**src/rtl/mux_arb_pkg.sv**
```systemverilog
// Shared definitions for the 2:1 mux arbiter.
//   state_t : arbiter state encoding (IDLE / GNT_A / GNT_B)
//   SEL_A   : mux select value that routes source A to the output
//   SEL_B   : mux select value that routes source B to the output
//   sel_of  : select value the mux must carry while in a given state
package mux_arb_pkg;

    typedef enum logic [1:0] {
        IDLE  = 2'd0,
        GNT_A = 2'd1,
        GNT_B = 2'd2
    } state_t;

    localparam logic SEL_A = 1'b1;
    localparam logic SEL_B = 1'b0;

    // Only GNT_A routes A; IDLE parks the select on B.
    function automatic logic sel_of(input state_t st);
        logic sel;
        if (st == GNT_A) begin
            sel = SEL_A;
        end else begin
            sel = SEL_B;
        end
        return sel;
    endfunction

endpackage

```
**src/rtl/mux2.sv**
```systemverilog
// Combinational WIDTH-bit 2:1 select, bitwise and-or form.
//   a   : input selected when sin = 1
//   b   : input selected when sin = 0
//   sin : select
//   f   : (sin & a) | (~sin & b)
module mux2 #(
    parameter int WIDTH = 8
) (
    input  logic [WIDTH-1:0] a,
    input  logic [WIDTH-1:0] b,
    input  logic             sin,
    output logic [WIDTH-1:0] f
);

    assign f = ({WIDTH{sin}} & a) | ({WIDTH{~sin}} & b);

endmodule

```
**src/rtl/mux2_arbiter.sv**
```systemverilog
// Round-robin arbiter / sequencer driving the select of a shared 2:1 mux.
// The winning source owns the output for a whole burst; bursts are capped
// at MAX_BEATS beats, after which out_last is forced.
//   clk, rst                   : clock, synchronous active-high reset
//   a_data/a_valid/a_last      : source A beat, a_ready accepts it
//   b_data/b_valid/b_last      : source B beat, b_ready accepts it
//   out_data/out_valid/out_last: muxed beat to downstream, out_ready accepts
//   sin                        : registered mux select (1 = A, 0 = B)
//   busy                       : a grant is active
module mux2_arbiter #(
    parameter int WIDTH     = 8,
    parameter int MAX_BEATS = 16
) (
    input  logic             clk,
    input  logic             rst,
    input  logic [WIDTH-1:0] a_data,
    input  logic             a_valid,
    input  logic             a_last,
    output logic             a_ready,
    input  logic [WIDTH-1:0] b_data,
    input  logic             b_valid,
    input  logic             b_last,
    output logic             b_ready,
    output logic [WIDTH-1:0] out_data,
    output logic             out_valid,
    output logic             out_last,
    input  logic             out_ready,
    output logic             sin,
    output logic             busy
);

    import mux_arb_pkg::*;

    localparam int              CNT_W    = $clog2(MAX_BEATS + 1);
    localparam logic [CNT_W-1:0] LAST_CNT = CNT_W'(MAX_BEATS - 1);
    localparam logic [CNT_W-1:0] CNT_ONE  = CNT_W'(1);

    state_t           state_r;
    state_t           next_state_s;
    logic             ptr_r;        // 1: A favoured on a tie, 0: B favoured
    logic [CNT_W-1:0] beat_cnt_r;   // beats transferred in the current grant
    logic             sin_r;
    logic             busy_r;
    logic             limit_s;
    logic             xfer_s;
    logic             burst_end_s;

    assign limit_s     = (beat_cnt_r == LAST_CNT);
    assign xfer_s      = out_valid & out_ready;
    // A forced end from the limit counts exactly like a source last.
    assign burst_end_s = xfer_s & out_last;

    // State, pointer, beat counter and registered select/busy.
    always_ff @(posedge clk) begin
        if (rst) begin
            state_r    <= IDLE;
            sin_r      <= SEL_B;
            busy_r     <= 1'b0;
            ptr_r      <= 1'b1;
            beat_cnt_r <= {CNT_W{1'b0}};
        end else begin
            state_r <= next_state_s;
            // Select follows the next state so it only moves on an edge.
            sin_r   <= sel_of(next_state_s);
            busy_r  <= (next_state_s != IDLE);
            // After a burst, favour whoever did not just finish.
            if (burst_end_s) begin
                ptr_r <= (state_r == GNT_A) ? 1'b0 : 1'b1;
            end else begin
                ptr_r <= ptr_r;
            end
            // Every burst end starts a fresh grant (even a re-grant).
            if (burst_end_s || (next_state_s == IDLE)) begin
                beat_cnt_r <= {CNT_W{1'b0}};
            end else if (xfer_s) begin
                beat_cnt_r <= beat_cnt_r + CNT_ONE;
            end else begin
                beat_cnt_r <= beat_cnt_r;
            end
        end
    end

    // Next-state: arbitration from IDLE and hand-over at burst end.
    always_comb begin
        next_state_s = state_r;
        case (state_r)
            IDLE: begin
                if (a_valid && b_valid) begin
                    next_state_s = ptr_r ? GNT_A : GNT_B;
                end else if (a_valid) begin
                    next_state_s = GNT_A;
                end else if (b_valid) begin
                    next_state_s = GNT_B;
                end else begin
                    next_state_s = IDLE;
                end
            end
            GNT_A: begin
                if (burst_end_s) begin
                    if (b_valid) begin
                        next_state_s = GNT_B;
                    end else if (a_valid) begin
                        next_state_s = GNT_A;
                    end else begin
                        next_state_s = IDLE;
                    end
                end else begin
                    next_state_s = GNT_A;
                end
            end
            GNT_B: begin
                if (burst_end_s) begin
                    if (a_valid) begin
                        next_state_s = GNT_A;
                    end else if (b_valid) begin
                        next_state_s = GNT_B;
                    end else begin
                        next_state_s = IDLE;
                    end
                end else begin
                    next_state_s = GNT_B;
                end
            end
            default: begin
                next_state_s = IDLE;
            end
        endcase
    end

    // Handshake outputs; ready depends only on out_ready, never on valid.
    always_comb begin
        out_valid = 1'b0;
        out_last  = 1'b0;
        a_ready   = 1'b0;
        b_ready   = 1'b0;
        case (state_r)
            IDLE: begin
                out_valid = 1'b0;
                out_last  = 1'b0;
            end
            GNT_A: begin
                out_valid = a_valid;
                out_last  = a_last | limit_s;
                a_ready   = out_ready;
                b_ready   = 1'b0;
            end
            GNT_B: begin
                out_valid = b_valid;
                out_last  = b_last | limit_s;
                a_ready   = 1'b0;
                b_ready   = out_ready;
            end
            default: begin
                out_valid = 1'b0;
                out_last  = 1'b0;
            end
        endcase
    end

    assign sin  = sin_r;
    assign busy = busy_r;

    mux2 #(
        .WIDTH (WIDTH)
    ) u_mux2 (
        .a   (a_data),
        .b   (b_data),
        .sin (sin_r),
        .f   (out_data)
    );

endmodule

```
**config.mk**
```make
export PLATFORM = sky130hd
export DESIGN_NAME = mux2_arbiter
export DESIGN_NICKNAME = d
export VERILOG_FILES = /design/src/rtl/mux_arb_pkg.sv /design/src/rtl/mux2.sv /design/src/rtl/mux2_arbiter.sv
export SDC_FILE = /design/constraint.sdc
export NUM_CORES = 1
export LEC_CHECK = 0
export CAP_MARGIN = 20
export CORE_MARGIN = 2
export CORE_UTILIZATION = 38
export CTS_CLUSTER_SIZE = 30
export DETAILED_ROUTE_END_ITERATION = 12
export PLACE_DENSITY = 0.8
export SYNTH_ARGS = -nofsm -noshare
export SYNTH_HDL_FRONTEND = slang
export SYNTH_SLANG_ARGS = --single-unit
```
**constraint.sdc**
```tcl
create_clock -name clk -period 2.4 [get_ports clk]
set_clock_uncertainty 0.05 [all_clocks]
set_input_delay 0.48 -clock clk [delete_from_list [all_inputs] [get_ports clk]]
set_output_delay 0.48 -clock clk [all_outputs]
set_load 0.01 [all_outputs]
```
==> impl_metrics.env <==
export IMPL_post_route_cells_drive_above_1_share_pct=24.17
export IMPL_synthesis_nets=108
export IMPL_end_kind="output pin"
export IMPL_crit_path_frequent_cell="clkdlybuf4s50_1"
export IMPL_final_setup_worst_slack_ns=0.07308
export IMPL_die_y_um=47.51
export IMPL_syn_inst=79
export IMPL_synthArstFlopShare_pct=0
export IMPL_ant_nets=0
export IMPL_grt_first_pass_wirelength_um=2849
export IMPL_crit_type="primary input to output pin"
export IMPL_grt_start_max_net_pins=10
export IMPL_initial_core_util_pct=41.22
export IMPL_route_detailed_drc=0
export IMPL_grt_busiest_layer="met2"
export IMPL_powerDensity_mw_per_mm2=507.4
export IMPL_ioPinCount=37
export IMPL_grt_use_met3_pct=3.774
export IMPL_grt_use_met2_pct=33.51
export IMPL_yosysSeqAreaShare_pct=27.83
export IMPL_netlist_area_um2=719.4
export IMPL_critPathLaunchType="primary input"
export IMPL_wl_um=1964
export IMPL_ys_flop_type="dfxtp_1"
export IMPL_final_cell_mix="clkdlybuf4s50_1 (35), nor2_1 (9), dfxtp_1 (9)"
export IMPL_drt_vias_per_instance=5.166
export IMPL_ys_types=32
export IMPL_finalPower_mw=0.5866
export IMPL_dp_hpwl_um=1641
export IMPL_clk_pin_slew_ns=0.06
export IMPL_die_area_mm2=0.002257
export IMPL_synth_seq_cells=10
export IMPL_cts_path_max_buffers=2
export IMPL_worstReg2RegStart="beat_cnt_r[0]"
export IMPL_period_needed_ns=2.327
export IMPL_fin_area_mm2=0.001156
export IMPL_firstDrtPassIters=4
export IMPL_crit_start="b_valid"
export IMPL_clock_sinks=10
export IMPL_cp_cell_sequence="clkdlybuf4s50_1 -> a22o_2 -> and2_1 -> clkdlybuf4s50_1"
export IMPL_reg2reg_slack_ns=0.59
export IMPL_grt_pass1_vias=648
export IMPL_cts_tree="yes"
export IMPL_period_share_pct=96.96
export IMPL_drtIter0Drc=23
export IMPL_ir_drop_uv=383.9
export IMPL_critical_path_max_stage_delay_ns=0.47
export IMPL_leakagePower_nw=0.4584
export IMPL_cts_hold_buf=0
export IMPL_numCtsBuffers=3
export IMPL_hold_viol_final=0
export IMPL_arrival_ns=1.80
export IMPL_worst_slew_pin_slew_ns=0.3490
export IMPL_post_place_ws_ns=0.01175
export IMPL_cts_root_buf="clkbuf_4"
export IMPL_cap_viol_max_count=0
export IMPL_grt_usage_pct=18.48
export IMPL_status="finished clean"
export IMPL_vias=749
export IMPL_dieWidth_um=47.51
export IMPL_clkLatencyLatePin_ns=0.28
export IMPL_areaGrowthSynthToFinish_pct=60.70
export IMPL_synth_enable_flop_cells=0
export IMPL_max_clock_freq_mhz=429.8
export IMPL_placed_cell_area_mm2=0.001126
export IMPL_finalWeightedCongestion=0.9277
export IMPL_rows=15
export IMPL_antenna_found_initial=0
export IMPL_setup_viol_count_final=0
export IMPL_r2r_end="sin"
export IMPL_hp_class="flip-flop to flip-flop"
export IMPL_ff2ff_path_depth=7
export IMPL_maxSlewViolCount=0
export IMPL_met1_usage_pct=19.86
export IMPL_overflow=0
export IMPL_ys_warn_count=0
export IMPL_endpoint="out_valid"
export IMPL_worst_path_max_fanout=2
export IMPL_coreArea_mm2=0.001745
export IMPL_port_buffer_count=36
export IMPL_syn_area_per_cell_um2=9.107
export IMPL_final_common_cell="clkdlybuf4s50_1"
export IMPL_antennaDiodeCount=0
export IMPL_slew_headroom_pct=76.70
export IMPL_htreeDepth=1
export IMPL_wl_per_cell_um=13.54
export IMPL_slowest_stage="clkdlybuf4s50_1"
export IMPL_final_nets=151
export IMPL_crit_required_ns=1.87
cell families (layout without fill, tap and decap cells):
logic type / count (synthesis) / after routing / synth area share (%)
adders and majority gates: 6 / 6 / 10.43
AOI/OAI and AO/OA: 17 / 17 / 20.35
DFF: 10 / 10 / 27.83
xor gates and xnor gates: 3 / 3 / 3.653
and+or+nand+nor: 27 / 27 / 18.44
muxes: 9 / 9 / 14.61
buffers and inverters: 7 / 48 / 4.695
routing by layer:
| metal | vias up | routed length, um |
|---|---|---|
| li1 | 363 | - |
| met1 | 340 | 750 |
| met2 | 41 | 934 |
| met3 | 5 | 239 |
| met4 | 0 | 40 |
| met5 | - | 0 |
final cells by class:
class / instances / area, um2
Fill cell: 153 / 589.3
Clock buffer: 3 / 22.52
Tap cell: 25 / 31.28
Inverter: 5 / 18.77
Multi-Input combinational cell: 62 / 493.0
Timing Repair Buffer: 40 / 389.1
Sequential cell: 10 / 201.4
cells in the mapped netlist, drive strengths merged (2+ instances only):
cell type  number  area, um2
inv             5      18.77
xnor2           2      17.52
dfxtp          10      200.2
a21boi          2      18.77
nor2b           2      12.51
ha              6      75.07
nand3           2      10.01
and2            4      26.28
a22o            2      20.02
and3            2      12.51
o21ai           3      15.01
o2111ai         2      17.52
nand2           5      21.27
nor3            2      10.01
mux2            9      105.1
nor2            9      33.78
power by group:
group,leakage [nW],switching (mW),internal (mW)
Clock,0.0138,0.0621,0.0582
Sequential,0.0819,0.0154,0.180
Combinational,0.363,0.111,0.160
worst min path at each step:
| stage | slack [ns] | cells after the start | end | startpoint |
|---|---|---|---|---|
| finish | 0.46 | 2 | beat_cnt_r[1] | beat_cnt_r[1] |
| global route | 0.48 | 1 | ptr_r | ptr_r |
| CTS | 0.46 | 2 | beat_cnt_r[1] | beat_cnt_r[1] |
| detailed placement | 0.44 | 1 | ptr_r | ptr_r |
| global placement | 0.43 | 1 | ptr_r | ptr_r |
| floorplan | 0.41 | 1 | ptr_r | ptr_r |
repair_timing:
| item | in CTS | in global routing |
|---|---|---|
| buffers inserted | 0 | 0 |
| resized for setup | 3 | 2 |
| hold endpoints to repair | 0 | 0 |
| setup endpoints to repair | 2 | 1 |
critical path: cells and delay by family:
family          cells  cell delay [ns]
compound gates      1             0.27
simple gates        1             0.15
buf+inv             2             0.90
sequential cells by signal, summed over array words and instances (netlist names):
name,count
sin,1
beat_cnt_r,5
ptr_r,1
busy,1
state_r,2
metrics by stage:
| step | util [%] | hold WS [ns] | cells | TNS, ns |
|---|---|---|---|---|
| 5_1_grt | 66.24 | 0.4833 | 145 | -0.0008618 |
| 3_5_place_dp | 64.52 | 0.4419 | 142 | 0 |
| 2_1_floorplan | - | 0.4090 | 79 | 0 |
| 6_report | 66.24 | 0.4625 | 145 | 0 |
| 4_1_cts | 66.02 | 0.4572 | 145 | 0 |
| 3_3_place_gp | 64.52 | 0.4332 | 142 | 0 |
No activity file was read; power rests on OpenSTA's default activity.
